[src/rtl/led_blink_code_pkg.sv]
// Shared state encoding for LED blink-code drivers.
// Debug probes and other LED drivers decode these values the same way.
package led_blink_code_pkg;

  localparam int STATE_W = 2;

  localparam logic [STATE_W-1:0] ENC_LOAD = 2'd0;
  localparam logic [STATE_W-1:0] ENC_ON   = 2'd1;
  localparam logic [STATE_W-1:0] ENC_OFF  = 2'd2;
  localparam logic [STATE_W-1:0] ENC_GAP  = 2'd3;

  typedef enum logic [STATE_W-1:0] {
    S_LOAD = ENC_LOAD,
    S_ON   = ENC_ON,
    S_OFF  = ENC_OFF,
    S_GAP  = ENC_GAP
  } blink_state_e;

endpackage

[src/rtl/led_blink_code_unit_timer.sv]
// Free-running divide-by-UNIT_CYCLES counter with synchronous clear.
// The terminal-count pulse is high for the last cycle of every unit.
module led_blink_code_unit_timer #(
  parameter int UNIT_CYCLES = 8388608
) (
  input  logic clk,
  input  logic reset,
  input  logic clear,
  output logic tc
);

  localparam int CNT_W = $clog2(UNIT_CYCLES);
  localparam logic [CNT_W-1:0] LAST = CNT_W'(UNIT_CYCLES - 1);

  logic [CNT_W-1:0] unit_cnt;

  assign tc = (unit_cnt == LAST);

  always_ff @(posedge clk) begin
    if (reset || clear) begin
      unit_cnt <= '0;
    end else if (tc) begin
      unit_cnt <= '0;
    end else begin
      unit_cnt <= unit_cnt + 1'b1;
    end
  end

endmodule

[src/rtl/led_blink_code.sv]
// Blink-code LED driver: N equal blinks, a long dark gap, repeat.
// The code is latched once per frame so blink counts are never truncated or merged.
module led_blink_code
  import led_blink_code_pkg::*;
#(
  parameter int CODE_W      = 4,
  parameter int UNIT_CYCLES = 8388608,
  parameter int GAP_UNITS   = 4
) (
  input  logic              clk,
  input  logic              reset,
  input  logic [CODE_W-1:0] code,
  input  logic              force_on,
  output logic              led,
  output logic              frame_start
);

  localparam int GAP_W = $clog2(GAP_UNITS + 1);
  localparam logic [GAP_W-1:0] GAP_LAST = GAP_W'(GAP_UNITS - 1);

  blink_state_e      state;
  blink_state_e      state_next;
  logic [CODE_W-1:0] code_l;
  logic [CODE_W-1:0] remaining;
  logic [GAP_W-1:0]  gap_cnt;
  logic              unit_tc;
  logic              timer_clear;

  led_blink_code_unit_timer #(
    .UNIT_CYCLES(UNIT_CYCLES)
  ) u_unit_timer (
    .clk  (clk),
    .reset(reset),
    .clear(timer_clear),
    .tc   (unit_tc)
  );

  // The timer restarts at LOAD so the first ON or GAP unit is a full unit.
  always_comb begin
    state_next  = state;
    timer_clear = 1'b0;
    case (state)
      S_LOAD: begin
        timer_clear = 1'b1;
        state_next  = (code == '0) ? S_GAP : S_ON;
      end
      S_ON: begin
        if (unit_tc) state_next = S_OFF;
      end
      S_OFF: begin
        if (unit_tc) state_next = (remaining == '0 || code_l == '0) ? S_GAP : S_ON;
      end
      S_GAP: begin
        if (unit_tc && gap_cnt == GAP_LAST) state_next = S_LOAD;
      end
      default: state_next = S_LOAD;
    endcase
  end

  always_ff @(posedge clk) begin
    if (reset) begin
      state       <= S_LOAD;
      code_l      <= '0;
      remaining   <= '0;
      gap_cnt     <= '0;
      led         <= 1'b0;
      frame_start <= 1'b0;
    end else begin
      state       <= state_next;
      led         <= (state == S_ON) || force_on;
      frame_start <= (state == S_LOAD);
      case (state)
        S_LOAD: begin
          code_l    <= code;
          remaining <= code;
          gap_cnt   <= '0;
        end
        S_ON: begin
          if (unit_tc && remaining != '0) remaining <= remaining - 1'b1;
        end
        S_GAP: begin
          if (unit_tc) gap_cnt <= (gap_cnt == GAP_LAST) ? '0 : gap_cnt + 1'b1;
        end
        default: ;
      endcase
    end
  end

endmodule

[config.mk]
export PLATFORM = sky130hd
export DESIGN_NAME = led_blink_code
export DESIGN_NICKNAME = d
export VERILOG_FILES = /design/src/rtl/led_blink_code_pkg.sv /design/src/rtl/led_blink_code_unit_timer.sv /design/src/rtl/led_blink_code.sv
export SDC_FILE = /design/constraint.sdc
export NUM_CORES = 1
export LEC_CHECK = 0
export BUFFER_PORTS_ARGS = -buffer_cell sky130_fd_sc_hd__buf_2
export CAP_MARGIN = 20
export CORE_ASPECT_RATIO = 0.75
export CORE_MARGIN = 1.5
export CORE_UTILIZATION = 35
export DETAILED_ROUTE_END_ITERATION = 10
export HOLD_SLACK_MARGIN = 0.08
export PLACE_DENSITY = 0.55
export SETUP_SLACK_MARGIN = 0.5
export SLEW_MARGIN = 25
export SYNTH_ARGS = -nofsm -noshare
export SYNTH_HDL_FRONTEND = slang
export SYNTH_SLANG_ARGS = --single-unit
export TNS_END_PERCENT = 100
[constraint.sdc]
create_clock -name clk -period 5.15 [get_ports clk]
set_input_delay 1.03 -clock clk [delete_from_list [all_inputs] [get_ports clk]]
set_output_delay 1.03 -clock clk [all_outputs]
set_load 0.005 [all_outputs]
==> flow_metrics.env, run 1 <==
export IMPL_p_seq_share_pct=53.2
export IMPL_switching_share_pct=27.8
export IMPL_grt_max_degree=20
export IMPL_die_area_sq_um=5550
export IMPL_start_util_pct=36.5
export IMPL_endpoint_kind="flop"
export IMPL_clockPowerShare_pct=35.0
export IMPL_place_port_buffers=8
export IMPL_clk_pin_slew_ps=80
export IMPL_fmax_ghz=0.483
export IMPL_n_fill_cell=519
export IMPL_setup_viol=0
export IMPL_switching_power_uw=171
export IMPL_post_drt_wl_per_cell_um=12.4
export IMPL_first_global_vias=1278
export IMPL_core_region_area_sq_um=4900
export IMPL_power_density_nw_per_um2=313
export IMPL_critPathMaxFanout=7
export IMPL_ys_types=39
export IMPL_clk_latency_ps=290
export IMPL_io_pins=9
export IMPL_fin_nets=233
export IMPL_multi_input_area_sq_um=967
export IMPL_fin_area_sq_um=1960
export IMPL_fin_crit_ps=2070
export IMPL_drv_cap=0
export IMPL_die_y_um=64.9
export IMPL_globalplace_congestion=0.756
export IMPL_finalWirelength_um=3520
export IMPL_route_detailed_drc=0
export IMPL_mostFrequentLayoutCells="nor2_1, dfxtp_1, nand2_1"
export IMPL_synth_top_family_by_area="simple AND/OR/NAND/NOR gates"
export IMPL_overflow=0
export IMPL_worst_pin_slew_ps=571
export IMPL_fin_skew_ps=5.15
export IMPL_synth_top_area_share_pct=42.5
export IMPL_vias=1387
export IMPL_critPathRequiredTime_ps=5380
export IMPL_synth_async_reset_ratio_pct=0
export IMPL_yosysSeqAreaShare_pct=42.5
export IMPL_synthFlopType="dfxtp_1"
export IMPL_reg2reg_slack_ps=3080
export IMPL_die_w_um=85.6
export IMPL_rsz0062_at_grt="no"
export IMPL_antenna_found_initial=0
export IMPL_syn_num_nets=226
export IMPL_cts_tree="done"
export IMPL_grt_pass1_wl_um=6190
export IMPL_std_cell_rows=22
export IMPL_synthMuxAreaShare_pct=0.559
export IMPL_hold_class="reg -> reg"
export IMPL_yosys_warnings=0
export IMPL_via_per_inst=4.90
export IMPL_final_antenna_net_count=0
export IMPL_synth_seq_cells=38
export IMPL_finalCritPeriodShare_pct=40.2
export IMPL_cts_sinks=38
export IMPL_syn_avg_cell_area_sq_um=8.32
export IMPL_combPwrFrac_pct=11.8
export IMPL_synthXorXnorAreaFrac_pct=10.3
export IMPL_total_power_uw=615
export IMPL_max_slew_margin_pct=61.9
export IMPL_setup_worst_path_class="reg -> reg"
export IMPL_synth_area_top_cells="dfxtp_1, nor2_1, xnor2_1, nand2_1, xor2_1"
export IMPL_fin_setup_tns_ps=0
export IMPL_cts_setup_buffers=0
export IMPL_synth_simple_gate_area_share_pct=29.9
export IMPL_status="complete, no violations"
export IMPL_synth_area_leader_cell="dfxtp_1"
export IMPL_cts_root_buffer="clkbuf_8"
export IMPL_drive_gt1_share_pct=10.8
export IMPL_h_tree_depth=2
export IMPL_placed_area_sq_um=1870
export IMPL_num_antenna_cells=0
export IMPL_grt_usage_pct=14.4
export IMPL_syn_to_final_growth_pct=9.79
export IMPL_internal_power_uw=444
export IMPL_layout_commonest_cell="nor2_1"
export IMPL_final_max_slew_viol_count=0
export IMPL_cts_made_buffers=5
export IMPL_cp_data_arrival_time_ps=2300
export IMPL_first_pass_iters=4
export IMPL_seq_area_sq_um=761
export IMPL_leakagePower_uw=0.000643
export IMPL_dp_hpwl_um=2520
export IMPL_worstSetupStartpointType="flop"
export IMPL_synth_fa_ha_area_share_pct=2.80
export IMPL_synth_edff_count=0
export IMPL_cts_hold_buf=0
export IMPL_syn_cell_area_sq_um=1790
export IMPL_clock_path_buffers=2
export IMPL_cts_repair_resized=0
export IMPL_synth_cells=215
export IMPL_hold_viol=0
export IMPL_synth_compound_area_share_pct=10.5
export IMPL_irDropWorstVdd_mv=0.116
export IMPL_drt_iter0_drc=123
## synth_stat cells (all sizes together), types with 2 or more instances
master   n
nor3b    2
nor4     4
nand2   22
nand3   11
ha       4
o21ai    5
nand2b   2
nand4    7
o311ai   2
or3      3
nor2    41
xnor2   12
nor3     6
clkbuf   6
inv      7
a22oi    2
or2      2
xor2     9
a21oi   10
dfxtp   38
buf      2
and4     3
or4      5
## worst max-delay path, cell delays in order (launching register included)
cell      delay, ps
dfxtp_1         350
ha_1            230
nand4_1         160
nor4_1          410
nand2_1         250
a2111o_1        470
a21oi_1         140
## path summary, 6_finish.rpt
path / startpoint / endpoint / cells after the start
worst max-delay path: u_unit_timer.unit_cnt[0] / remaining[2] / 6
worst max register to register: u_unit_timer.unit_cnt[0] / remaining[2] / 6
worst min register to register: u_unit_timer.unit_cnt[0] / u_unit_timer.unit_cnt[0] / 1
worst min-delay path: u_unit_timer.unit_cnt[0] / u_unit_timer.unit_cnt[0] / 1
## metal layers
metal	track usage (%)	wire length, um
met1	21.9	2020
met2	18.1	1270
met3	5.73	184
met4	4.23	37
met5	0	0
## power groups by stage
| stage | Combinational [uW] | Clock (uW) | Sequential (uW) |
|---|---|---|---|
| after floorplan | 64.2 | 0 | 321 |
| after global placement | 72.8 | 0 | 334 |
| after detailed placement | 72.6 | 0 | 333 |
| after CTS | 73.1 | 225 | 326 |
| after global routing | 83.1 | 235 | 329 |
| final | 72.9 | 215 | 327 |
## flip-flops by register name, summed over array words and instances, names as in the netlist
signal and cells:
frame_start 1, u_unit_timer.unit_cnt 23, gap_cnt 3, remaining 4
code_l 4, led 1, state 2
## per-stage QoR
stage	utilization (%)	std cells	setup slack [ps]	hold slack, ps
3_3_place_gp	38.2	275	3040	432
4_1_cts	40.1	283	3110	454
5_1_grt	40.1	283	2770	469
3_5_place_dp	38.2	275	3030	442
2_1_floorplan	-	215	3210	418
6_report	40.1	283	3080	452
## cell families after synthesis
family,count (synthesis)
compound gates,28
flops,38
simple gates,108
xor+xnor,21
buf+inv,15
mux,1
fa+ha+maj,4
## layout make-up
class	count	share of cell area, %
multi-input combinational	162	49.2
timing repair buffer	8	2.04
inverter	7	1.34
clock buffer	6	4.20
tap	60	3.82
sequential	38	38.7
clock inverter	2	0.637
(Power assumes the default switching activity.)
==> run 2, diff against run 1 <==
- ABC_AREA: default -> 1
- PLACE_DENSITY: 0.55 -> 0.57
- clock period: 5.15 -> 1.8 ns (I/O delays scaled with it)
==> flow_metrics.env, run 2 <==
export IMPL_status="complete, no violations"
export IMPL_start_util_pct=37.6
export IMPL_yosys_warnings=0
export IMPL_drv_cap=0
export IMPL_finalWirelength_um=4040
export IMPL_cts_tree="done"
export IMPL_clk_latency_ps=290
export IMPL_setup_worst_path_class="reg -> reg"
export IMPL_place_port_buffers=8
export IMPL_clk_pin_slew_ps=80
export IMPL_die_y_um=66.7
export IMPL_critPathMaxFanout=6
export IMPL_antenna_found_initial=0
export IMPL_via_per_inst=4.52
export IMPL_drive_gt1_share_pct=29.6
export IMPL_synth_async_reset_ratio_pct=0
export IMPL_switching_share_pct=35.7
export IMPL_cts_made_buffers=5
export IMPL_fin_skew_ps=14.5
export IMPL_min_path_cells=3
export IMPL_synth_area_leader_cell="dfxtp_1"
export IMPL_worst_pin_slew_ps=306
export IMPL_layout_commonest_cell="nand2_1"
export IMPL_syn_to_final_growth_pct=24.8
export IMPL_fin_crit_ps=1380
export IMPL_n_fill_cell=464
export IMPL_synth_seq_cells=38
export IMPL_hold_viol=0
export IMPL_placed_area_sq_um=2080
export IMPL_cts_sinks=38
export IMPL_drt_iter0_drc=89
export IMPL_irDropWorstVdd_mv=0.457
export IMPL_mostFrequentLayoutCells="nand2_1, nor2_1, inv_1"
export IMPL_first_pass_iters=4
export IMPL_multi_input_area_sq_um=1130
export IMPL_fmax_ghz=0.724
export IMPL_route_detailed_drc=0
export IMPL_grt_usage_pct=15.6
export IMPL_leakagePower_uw=0.000950
export IMPL_fin_area_sq_um=2370
export IMPL_syn_cell_area_sq_um=1900
export IMPL_globalplace_congestion=0.825
export IMPL_combPwrFrac_pct=30.5
export IMPL_synthFlopType="dfxtp_1"
export IMPL_fin_setup_tns_ps=0
export IMPL_setup_viol=0
export IMPL_synth_cells=263
export IMPL_num_antenna_cells=0
export IMPL_grt_max_degree=24
export IMPL_synth_edff_count=0
export IMPL_grt_pass1_wl_um=6960
export IMPL_overflow=0
export IMPL_die_area_sq_um=5870
export IMPL_finalCritPeriodShare_pct=76.8
export IMPL_ys_types=27
export IMPL_synth_area_top_cells="dfxtp_1, nand2_1, nor2_1, inv_1, a21oi_1"
export IMPL_final_antenna_net_count=0
export IMPL_die_w_um=88.0
export IMPL_cts_hold_buf=0
export IMPL_seq_area_sq_um=783
export IMPL_syn_num_nets=274
export IMPL_vias=1641
export IMPL_dp_hpwl_um=2850
export IMPL_syn_avg_cell_area_sq_um=7.21
export IMPL_internal_power_uw=1510
export IMPL_h_tree_depth=2
export IMPL_largest_register="u_unit_timer.unit_cnt"
export IMPL_r2r_cells=10
export IMPL_cts_root_buffer="clkbuf_8"
export IMPL_power_density_nw_per_um2=991
export IMPL_clock_path_buffers=2
export IMPL_switching_power_uw=838
export IMPL_worstSetupStartpointType="flop"
export IMPL_largestRegisters="u_unit_timer.unit_cnt x23, code_l x4, remaining x4"
export IMPL_core_region_area_sq_um=5040
export IMPL_critPathRequiredTime_ps=1980
export IMPL_cp_data_arrival_time_ps=1560
export IMPL_synth_most_common_cell="nand2_1"
export IMPL_synth_top_area_share_pct=40.1
export IMPL_post_drt_wl_per_cell_um=11.1
export IMPL_synth_commonest_cells="nand2_1, nor2_1, dfxtp_1"
export IMPL_fin_nets=301
export IMPL_io_pins=9
export IMPL_first_global_vias=1495
export IMPL_endpoint_kind="flop"
export IMPL_rsz0062_at_grt="yes"
export IMPL_max_slew_margin_pct=79.5
export IMPL_largest_register_ffs=23
export IMPL_std_cell_rows=22
export IMPL_yosysSeqAreaShare_pct=40.1
export IMPL_clockPowerShare_pct=26.3
export IMPL_hold_class="in -> reg"
export IMPL_p_seq_share_pct=43.3
export IMPL_final_max_slew_viol_count=0
[run 2: changes by cell type after synthesis, moves of 6 or more]
cell	before	now
nand3_1	8	18
inv_1	7	32
xnor2_1	12	6
a21oi_1	10	18
nand2_1	21	55
[run 2: kinds of logic after synthesis]
logic type                 after synthesis  share of synthesized area [%]
buffers and inverters                   36                           7.92
adders and majority gates                4                           2.64
AOI/OAI and AO/OA                       30                           8.12
DFF                                     38                           40.1
xor gates and xnor gates                11                           5.08
and+or+nand+nor                        144                           36.1
[run 2: routing by layer]
| metal | track usage [%] | vias up | wire (um) |
|---|---|---|---|
| met4 | 4.96 | 0 | 17 |
| li1 | - | 897 | - |
| met3 | 4.09 | 2 | 179 |
| met1 | 24.6 | 714 | 2340 |
| met5 | 0 | - | 0 |
| met2 | 19.8 | 28 | 1500 |
[run 2: worst paths after layout]
check	startpoint	endpoint	slack [ps]
worst min-delay path	force_on	led	270
worst max-delay path	u_unit_timer.unit_cnt[1]	remaining[0]	420
worst min register to register	gap_cnt[2]	gap_cnt[2]	450
worst max register to register	u_unit_timer.unit_cnt[1]	remaining[0]	420
[run 2: repair_timing]
| item | in CTS | in global routing |
|---|---|---|
| endpoints found under the setup margin | 32 | 36 |
| resized for setup | 12 | 25 |
| pin swaps | 7 | 6 |
| setup buffers | 8 | 3 |
| cloned | 1 | 0 |
[run 2: layout make-up]
| cell class | count | share of cell area (%) |
|---|---|---|
| clock buffers | 6 | 3.49 |
| well taps | 72 | 3.81 |
| repair buffers | 21 | 5.82 |
| inverters | 34 | 5.39 |
| flip-flops and latches | 38 | 33.1 |
| multi-input cells | 190 | 47.9 |
| clock inverters | 2 | 0.529 |
[run 2: power groups by stage]
stage / sequential [uW] / clock [uW] / combinational (uW)
after global routing: 1030 / 680 / 817
after CTS: 1010 / 643 / 687
after floorplan: 1010 / 0 / 500
after detailed placement: 1020 / 0 / 598
final: 1020 / 616 / 714
after global placement: 1020 / 0 / 597
[run 2: worst max-delay path, cell delays in order, from the launching register on]
cell	delay, ps
dfxtp_2	350
ha_4	150
nand2_4	50
nor2_4	110
nand2_4	90
nor2_8	150
nand2_8	110
nand2_8	100
nand3_2	60
nand2_1	70
nor2_1	40
[run 2: per-stage QoR]
stage,utilization [%],hold WS [ps],instances,setup slack [ps],total power [uW]
2_1_floorplan,-,417,263,423,1510
3_3_place_gp,41.3,429,343,276,1620
3_5_place_dp,41.3,433,343,251,1620
4_1_cts,45.7,264,360,375,2340
5_1_grt,47.0,289,363,310,2520
6_report,47.0,274,363,418,2350
